<file path="config.mk">
export PLATFORM = sky130hd
export DESIGN_NAME = txpybuf_rd_flat
export DESIGN_NICKNAME = d
export VERILOG_FILES = /design/src/rtl/txpybuf_rd_if.sv /design/src/rtl/txpybuf_rd.sv /design/src/flat_wrapper.sv
export SDC_FILE = /design/constraint.sdc
export NUM_CORES = 1
export LEC_CHECK = 0
export ABC_CLOCK_PERIOD_IN_PS = 3500
export BUFFER_PORTS_ARGS = -buffer_cell sky130_fd_sc_hd__buf_2
export CORE_MARGIN = 2
export CORE_UTILIZATION = 50
export CTS_CLUSTER_DIAMETER = 150
export DETAILED_ROUTE_END_ITERATION = 8
export PLACE_DENSITY = 0.69
export SKIP_CTS_REPAIR_TIMING = 1
export SYNTH_ARGS = -nofsm -noshare
export SYNTH_HDL_FRONTEND = slang
export SYNTH_SLANG_ARGS = --single-unit
</file>
<file path="constraint.sdc">
create_clock -name clk_6M -period 3.5 [get_ports clk_6M]
set_clock_uncertainty 0.15 [all_clocks]
set_input_delay 0.525 -clock clk_6M [delete_from_list [all_inputs] [get_ports clk_6M]]
set_output_delay 0.525 -clock clk_6M [all_outputs]
set_load 0.02 [all_outputs]
</file>
<file path="src/rtl/txpybuf_rd_if.sv">
// rtl/txpybuf_rd_if.sv - TX payload buffer reader bus bundle
// Purpose: groups the payload-control, SRAM read and serial-bit signals of txpybuf_rd.
// Ports (master = reader side):
//   py_st_p, pylenbit, pybit_adv_p : payload start / length / bit-advance strobe (in)
//   txpydout                       : SRAM read data, valid the cycle after txpyrd (in)
//   txpyrd, txpyadr                : SRAM read enable / word address (out)
//   bufpacketin                    : current payload bit (out)
//   txpybuf_busy, txpybuf_done_p, txpybuf_urun : status (out)
interface txpybuf_rd_if #(
    parameter int ADDR_W = 8,
    parameter int DATA_W = 32
);
    logic              py_st_p;
    logic [12:0]       pylenbit;
    logic              pybit_adv_p;
    logic [DATA_W-1:0] txpydout;
    logic              txpyrd;
    logic [ADDR_W-1:0] txpyadr;
    logic              bufpacketin;
    logic              txpybuf_busy;
    logic              txpybuf_done_p;
    logic              txpybuf_urun;

    modport master (
        input  py_st_p, pylenbit, pybit_adv_p, txpydout,
        output txpyrd, txpyadr, bufpacketin, txpybuf_busy, txpybuf_done_p, txpybuf_urun
    );

    modport slave (
        output py_st_p, pylenbit, pybit_adv_p, txpydout,
        input  txpyrd, txpyadr, bufpacketin, txpybuf_busy, txpybuf_done_p, txpybuf_urun
    );
endinterface

</file>
<file path="src/rtl/txpybuf_rd.sv">
// rtl/txpybuf_rd.sv - TX payload buffer reader, 32-bit SRAM words serialized LSB-first
// Purpose: fetches payload words from the TX payload SRAM (one word prefetched ahead)
//          and presents them bit by bit to the payload bit processor.
// Ports:
//   clk_6M : system clock
//   rst    : synchronous active-high reset
//   bus    : txpybuf_rd_if.master (start/length/advance in, SRAM read, bit and status out)
module txpybuf_rd #(
    parameter int ADDR_W = 8,
    parameter int DATA_W = 32
) (
    input  logic          clk_6M,
    input  logic          rst,
    txpybuf_rd_if.master  bus
);

    typedef enum logic [2:0] {IDLE, LOAD0, LOAD1, RUN, DONE} state_t;

    state_t            state;
    logic [DATA_W-1:0] cur_word;
    logic [DATA_W-1:0] nxt_word;
    logic              nxt_vld;
    logic              cap_nxt;
    logic [4:0]        bitidx;
    logic [12:0]       bitcnt;
    logic [12:0]       pylen_q;
    logic [ADDR_W:0]   nwords;
    logic [ADDR_W:0]   words_fetched;
    logic [ADDR_W-1:0] rd_adr;
    logic              rd_en;
    logic              busy;
    logic              done_p;
    logic              urun;

    logic [13:0]       len_rnd;
    logic [ADDR_W:0]   nwords_in;

    // Word count rounded up; 8191 bits -> 256 words needs the extra bit.
    assign len_rnd   = {1'b0, bus.pylenbit} + 14'd31;
    assign nwords_in = (ADDR_W+1)'(len_rnd >> 5);

    assign bus.txpyrd         = rd_en;
    assign bus.txpyadr        = rd_adr;
    assign bus.txpybuf_busy   = busy;
    assign bus.txpybuf_done_p = done_p;
    assign bus.txpybuf_urun   = urun;

    always_comb begin
        bus.bufpacketin = 1'b0;
        if (state == RUN) begin
            bus.bufpacketin = cur_word[bitidx];
        end
    end

    always_ff @(posedge clk_6M) begin
        if (rst) begin
            state         <= IDLE;
            cur_word      <= '0;
            nxt_word      <= '0;
            nxt_vld       <= 1'b0;
            cap_nxt       <= 1'b0;
            bitidx        <= '0;
            bitcnt        <= '0;
            pylen_q       <= '0;
            nwords        <= '0;
            words_fetched <= '0;
            rd_adr        <= '0;
            rd_en         <= 1'b0;
            busy          <= 1'b0;
            done_p        <= 1'b0;
            urun          <= 1'b0;
        end else begin
            rd_en  <= 1'b0;
            done_p <= 1'b0;
            // Every read except the first one of a transfer lands in nxt_word.
            // A start pulse discards whatever read is still in flight.
            cap_nxt <= rd_en && (state != LOAD0) && !bus.py_st_p;

            if (bus.py_st_p) begin
                urun          <= 1'b0;
                bitidx        <= '0;
                bitcnt        <= '0;
                nxt_vld       <= 1'b0;
                pylen_q       <= bus.pylenbit;
                nwords        <= nwords_in;
                rd_adr        <= '0;
                if (bus.pylenbit != 13'd0) begin
                    state         <= LOAD0;
                    rd_en         <= 1'b1;
                    words_fetched <= (ADDR_W+1)'(1);
                    busy          <= 1'b1;
                end else begin
                    state         <= DONE;
                    words_fetched <= '0;
                    busy          <= 1'b0;
                end
            end else begin
                case (state)
                    LOAD0: begin
                        state <= LOAD1;
                        if (nwords > (ADDR_W+1)'(1)) begin
                            rd_en         <= 1'b1;
                            rd_adr        <= (ADDR_W)'(1);
                            words_fetched <= (ADDR_W+1)'(2);
                        end
                    end
                    LOAD1: begin
                        cur_word <= bus.txpydout;
                        state    <= RUN;
                        // The first word is not yet on bufpacketin, so a strobe here is lost.
                        if (bus.pybit_adv_p) begin
                            urun <= 1'b1;
                        end
                    end
                    RUN: begin
                        if (bus.pybit_adv_p) begin
                            bitidx <= bitidx + 5'd1;
                            bitcnt <= bitcnt + 13'd1;
                            if (bitcnt == pylen_q - 13'd1) begin
                                state  <= DONE;
                                done_p <= 1'b1;
                                busy   <= 1'b0;
                            end else if (bitidx == 5'd31) begin
                                nxt_vld <= 1'b0;
                                if (nxt_vld) begin
                                    cur_word <= nxt_word;
                                end else begin
                                    // No fresh word: keep the old one and replay it from bit 0.
                                    urun <= 1'b1;
                                end
                                if (words_fetched < nwords) begin
                                    rd_en         <= 1'b1;
                                    rd_adr        <= rd_adr + (ADDR_W)'(1);
                                    words_fetched <= words_fetched + (ADDR_W+1)'(1);
                                end
                            end
                        end
                    end
                    IDLE, DONE: begin
                    end
                    default: state <= IDLE;
                endcase

                // Placed after the word-boundary logic so a word arriving on the
                // boundary edge stays valid rather than being cleared.
                if (cap_nxt) begin
                    nxt_word <= bus.txpydout;
                    nxt_vld  <= 1'b1;
                end
            end
        end
    end

endmodule

</file>
<file path="src/flat_wrapper.sv">
// flat-port wrapper written by rule: the top's interface ports become plain ports
module txpybuf_rd_flat 
#(
    parameter int ADDR_W = 8,
    parameter int DATA_W = 32
)
  (clk_6M, rst, bus_py_st_p, bus_pylenbit, bus_pybit_adv_p, bus_txpydout, bus_txpyrd, bus_txpyadr, bus_bufpacketin, bus_txpybuf_busy, bus_txpybuf_done_p, bus_txpybuf_urun);
  txpybuf_rd_if #(.ADDR_W(ADDR_W), .DATA_W(DATA_W)) bus_i ();
  input  logic clk_6M;
  input  logic rst;
  input wire logic [$bits(bus_i.py_st_p)-1:0] bus_py_st_p;
  input wire logic [$bits(bus_i.pylenbit)-1:0] bus_pylenbit;
  input wire logic [$bits(bus_i.pybit_adv_p)-1:0] bus_pybit_adv_p;
  input wire logic [$bits(bus_i.txpydout)-1:0] bus_txpydout;
  output wire logic [$bits(bus_i.txpyrd)-1:0] bus_txpyrd;
  output wire logic [$bits(bus_i.txpyadr)-1:0] bus_txpyadr;
  output wire logic [$bits(bus_i.bufpacketin)-1:0] bus_bufpacketin;
  output wire logic [$bits(bus_i.txpybuf_busy)-1:0] bus_txpybuf_busy;
  output wire logic [$bits(bus_i.txpybuf_done_p)-1:0] bus_txpybuf_done_p;
  output wire logic [$bits(bus_i.txpybuf_urun)-1:0] bus_txpybuf_urun;
  assign bus_i.py_st_p = bus_py_st_p;
  assign bus_i.pylenbit = bus_pylenbit;
  assign bus_i.pybit_adv_p = bus_pybit_adv_p;
  assign bus_i.txpydout = bus_txpydout;
  assign bus_txpyrd = bus_i.txpyrd;
  assign bus_txpyadr = bus_i.txpyadr;
  assign bus_bufpacketin = bus_i.bufpacketin;
  assign bus_txpybuf_busy = bus_i.txpybuf_busy;
  assign bus_txpybuf_done_p = bus_i.txpybuf_done_p;
  assign bus_txpybuf_urun = bus_i.txpybuf_urun;
  txpybuf_rd #(.ADDR_W(ADDR_W), .DATA_W(DATA_W)) u_core (.clk_6M(clk_6M), .rst(rst), .bus(bus_i));
endmodule
</file>
==> qor.yml <==
status: "complete, no violations"
relSlewSlack_pct: 25.4
syn_area_um2: 6740
wl_per_cell_um: 15.9
cts-root-buf: "clkbuf_16"
fmax_ghz: 0.311
synth_ff_type: "dfxtp_1"
areaGrowthSynthToFinish_pct: 16.8
clock-sinks: 130
vias_per_cell: 5.82
drtAntennaViolNets: 0
endpoint_kind: "output port"
synth_top_area_share_pct: 38.6
synth_edf_count: 0
whs_ns: 0.198
wirelength_mm: 15.5
pwr-share-seq_pct: 39.7
postSynth.asyncResetShare_pct: 0
port_buffers: 61
ys_top_cells_by_area: "dfxtp_1 (39%), mux2i_1 (7.4%), a211oi_2 (5.9%)"
firstDrtPassIters: 5
hp-class: "input port to register"
min_period_ns: 3.22
dpl.hpwl_mm: 10.8
setup_viol: 0
grt_pass1_wl_mm: 26.6
place_area_um2: 7190
drc: 0
max_cap_viol_count: 0
antenna_found_initial: 0
design_power_total_mw: 3.89
final_cells: 976
cp.arrival_ns: 2.55
power_frac_comb_pct: 7.9
dp_cells: 945
grt_max_degree: 92
min_period_over_period_pct: 92.0
synth.ff_latch_count: 130
ios: 62
placementRows: 42
powerDensity_nw_per_um2: 494
synth_top_area_cell: "dfxtp_1"
internal_power_mw: 3.04
grtUsageTotal_pct: 23.0
n_antenna_cell: 0
die_w_um: 120
crit_required_ns: 2.82
first_global_vias: 5537
p_clk_share_pct: 52.4
crit_fanout: 8
cts_tree: "done"
die_y_um: 120
initial_core_util_pct: 51.1
worst_setup_path_start_kind: "register"
synth.yosys.warnings: 0
hold_viol: 0
synth.distinct_cells: 65
cpPeakStageDelay_ns: 0.53
rsz0062_at_grt: "no"
htree_levels: 4
coreArea_um2: 13200
path_class: "register to output port"
ir_worst_vdd_v: 0.000306
place_congestion: 0.879
fin_tns_setup_ns: 0
num-nets-final: 851
die_area_um2: 14400
synthesis.nets: 805
slew_viol_final: 0
sw_frac_of_total_pct: 21.8
power.switching_mw: 0.850
vias: 5683
p_leak_nw: 3.13
cts_buffer_depth: 2
fin_area_um2: 7880
overflow: 0
cts_made_buffers: 17
avgSynthCellArea_um2: 9.09
path_cells: "buf_4 > mux4_2 > mux4_2 > mux2i_1 > nor2_1 > buf_2"
clk_latency_ns: 0.42
dr.first_iter.drc_count: 479
drive_gt1_share_pct: 20.6
worstMarginPinSlew_ns: 1.12
path_clk_slew_ns: 0.06
slowest_stage: "mux4_2"
crit_top_cell: "mux4_2"
ys_seq_area_share_pct: 38.6
syn-instance-count: 742
-- metal layers --
metal | routed length, um | up-vias | part of all wire [%] | GRT usage, %
li1 | - | 2795 | - | -
met1 | 6960 | 2736 | 45 | 28.9
met2 | 7670 | 122 | 49 | 37.9
met3 | 570 | 30 | 3.7 | 5.04
met4 | 332 | 0 | 2.1 | 10.3
met5 | 0 | - | 0 | 0
-- through the flow --
stage	setup WS, ns	utilization [%]
3_5_place_dp	0.413	54.5
3_3_place_gp	0.504	54.5
2_1_floorplan	0.734	-
4_1_cts	0.229	59.7
6_report	0.280	59.7
5_1_grt	0.149	59.7
-- kinds of logic (layout without fill, tap and decap cells) --
logic type	count (synthesis)	in the layout	synth area share, %
and+or+nand+nor	250	250	17.9
adders and majority gates	14	14	2.60
AOI/OAI and AO/OA	184	184	21.2
DFF	130	130	38.6
buffers and inverters	67	125	4.12
muxes	60	60	10.8
xor gates and xnor gates	37	37	4.81
-- cells in the final DEF, fill, tap and decap left out, types with 3 or more instances in the layout --
| master | count |
|---|---|
| xor2_1 | 21 |
| nor2_2 | 3 |
| a211oi_2 | 32 |
| and4_1 | 4 |
| clkbuf_16 | 17 |
| a211oi_1 | 44 |
| buf_4 | 15 |
| nor4_1 | 5 |
| o31ai_1 | 4 |
| mux2i_1 | 50 |
| nand2_1 | 106 |
| nand2b_1 | 11 |
| o2111ai_1 | 4 |
| xnor2_1 | 16 |
| and3_1 | 7 |
| o21ai_0 | 10 |
| nand3_1 | 9 |
| dfxtp_1 | 130 |
| a21o_1 | 3 |
| mux4_2 | 10 |
| inv_1 | 18 |
| o211ai_1 | 5 |
| nor2_1 | 52 |
| clkinv_2 | 3 |
| nand4_1 | 10 |
| o21ai_1 | 5 |
| or2_2 | 5 |
| clkbuf_8 | 4 |
| buf_2 | 60 |
| nor3_1 | 8 |
| a21oi_1 | 51 |
| ha_1 | 14 |
| or3_1 | 12 |
| bufinv_16 | 6 |
-- registers in the layout, summed over array words and instances, names as in the netlist, 3 cells and up --
name,count
u_core.nwords,9
u_core.words_fetched,9
u_core.bitidx,5
u_core.bitcnt,13
u_core.state,3
u_core.nxt_word,32
u_core.pylen_q,13
u_core.bus.txpyadr,8
u_core.cur_word,32
-- power groups by stage --
| stage | clock, mW | sequential (mW) | combinational (mW) |
|---|---|---|---|
| finish | 2.04 | 1.55 | 0.307 |
| global route | 2.15 | 1.55 | 0.337 |
| CTS | 2.07 | 1.55 | 0.307 |
| detailed placement | 0 | 1.58 | 0.304 |
| global placement | 0 | 1.58 | 0.294 |
| floorplan | 0 | 1.57 | 0.214 |
-- final timing paths --
kind | startpoint | to | slack, ns | cells past startpoint
worst min register to register | u_core.nxt_word[24] | u_core.nxt_word[24] | 0.30 | 2
worst min-delay path | bus_txpydout[21] | u_core.nxt_word[21] | 0.20 | 3
worst max-delay path | u_core.bitidx[0] | bus_bufpacketin | 0.28 | 6
worst max register to register | u_core.pylen_q[0] | u_core.cur_word[24] | 0.37 | 10
-- Yosys cell counts (7+ instances only) --
cell type  count
nor2_1        54
ha_1          14
dfxtp_1      130
inv_1         18
nand2b_1      11
a21oi_1       51
nand2_1      106
xor2_1        21
mux4_2        10
clkbuf_1      39
or3_1         12
a211oi_2      32
and3_1         7
nand3_1        9
mux2i_1       50
xnor2_1       16
a211oi_1      44
nand4_1       10
o21ai_0       10
nor3_1         8
-- worst max-delay path: cells and delay by family, from the launching register on --
kind | cells | cell delay, ns
and+or+nand+nor | 1 | 0.08
buffers and inverters | 2 | 0.45
muxes | 3 | 1.15
DFF | 1 | 0.44
-- layout make-up --
cell class	instances	area [um^2]
fill	1174	5310
multi-input combinational	545	3870
sequential	130	2600
clock buffer	21	480
timing repair buffer	76	433
tap	176	220
clock inverter	10	203
inverter	18	67.6
(Power assumes the default switching activity.)
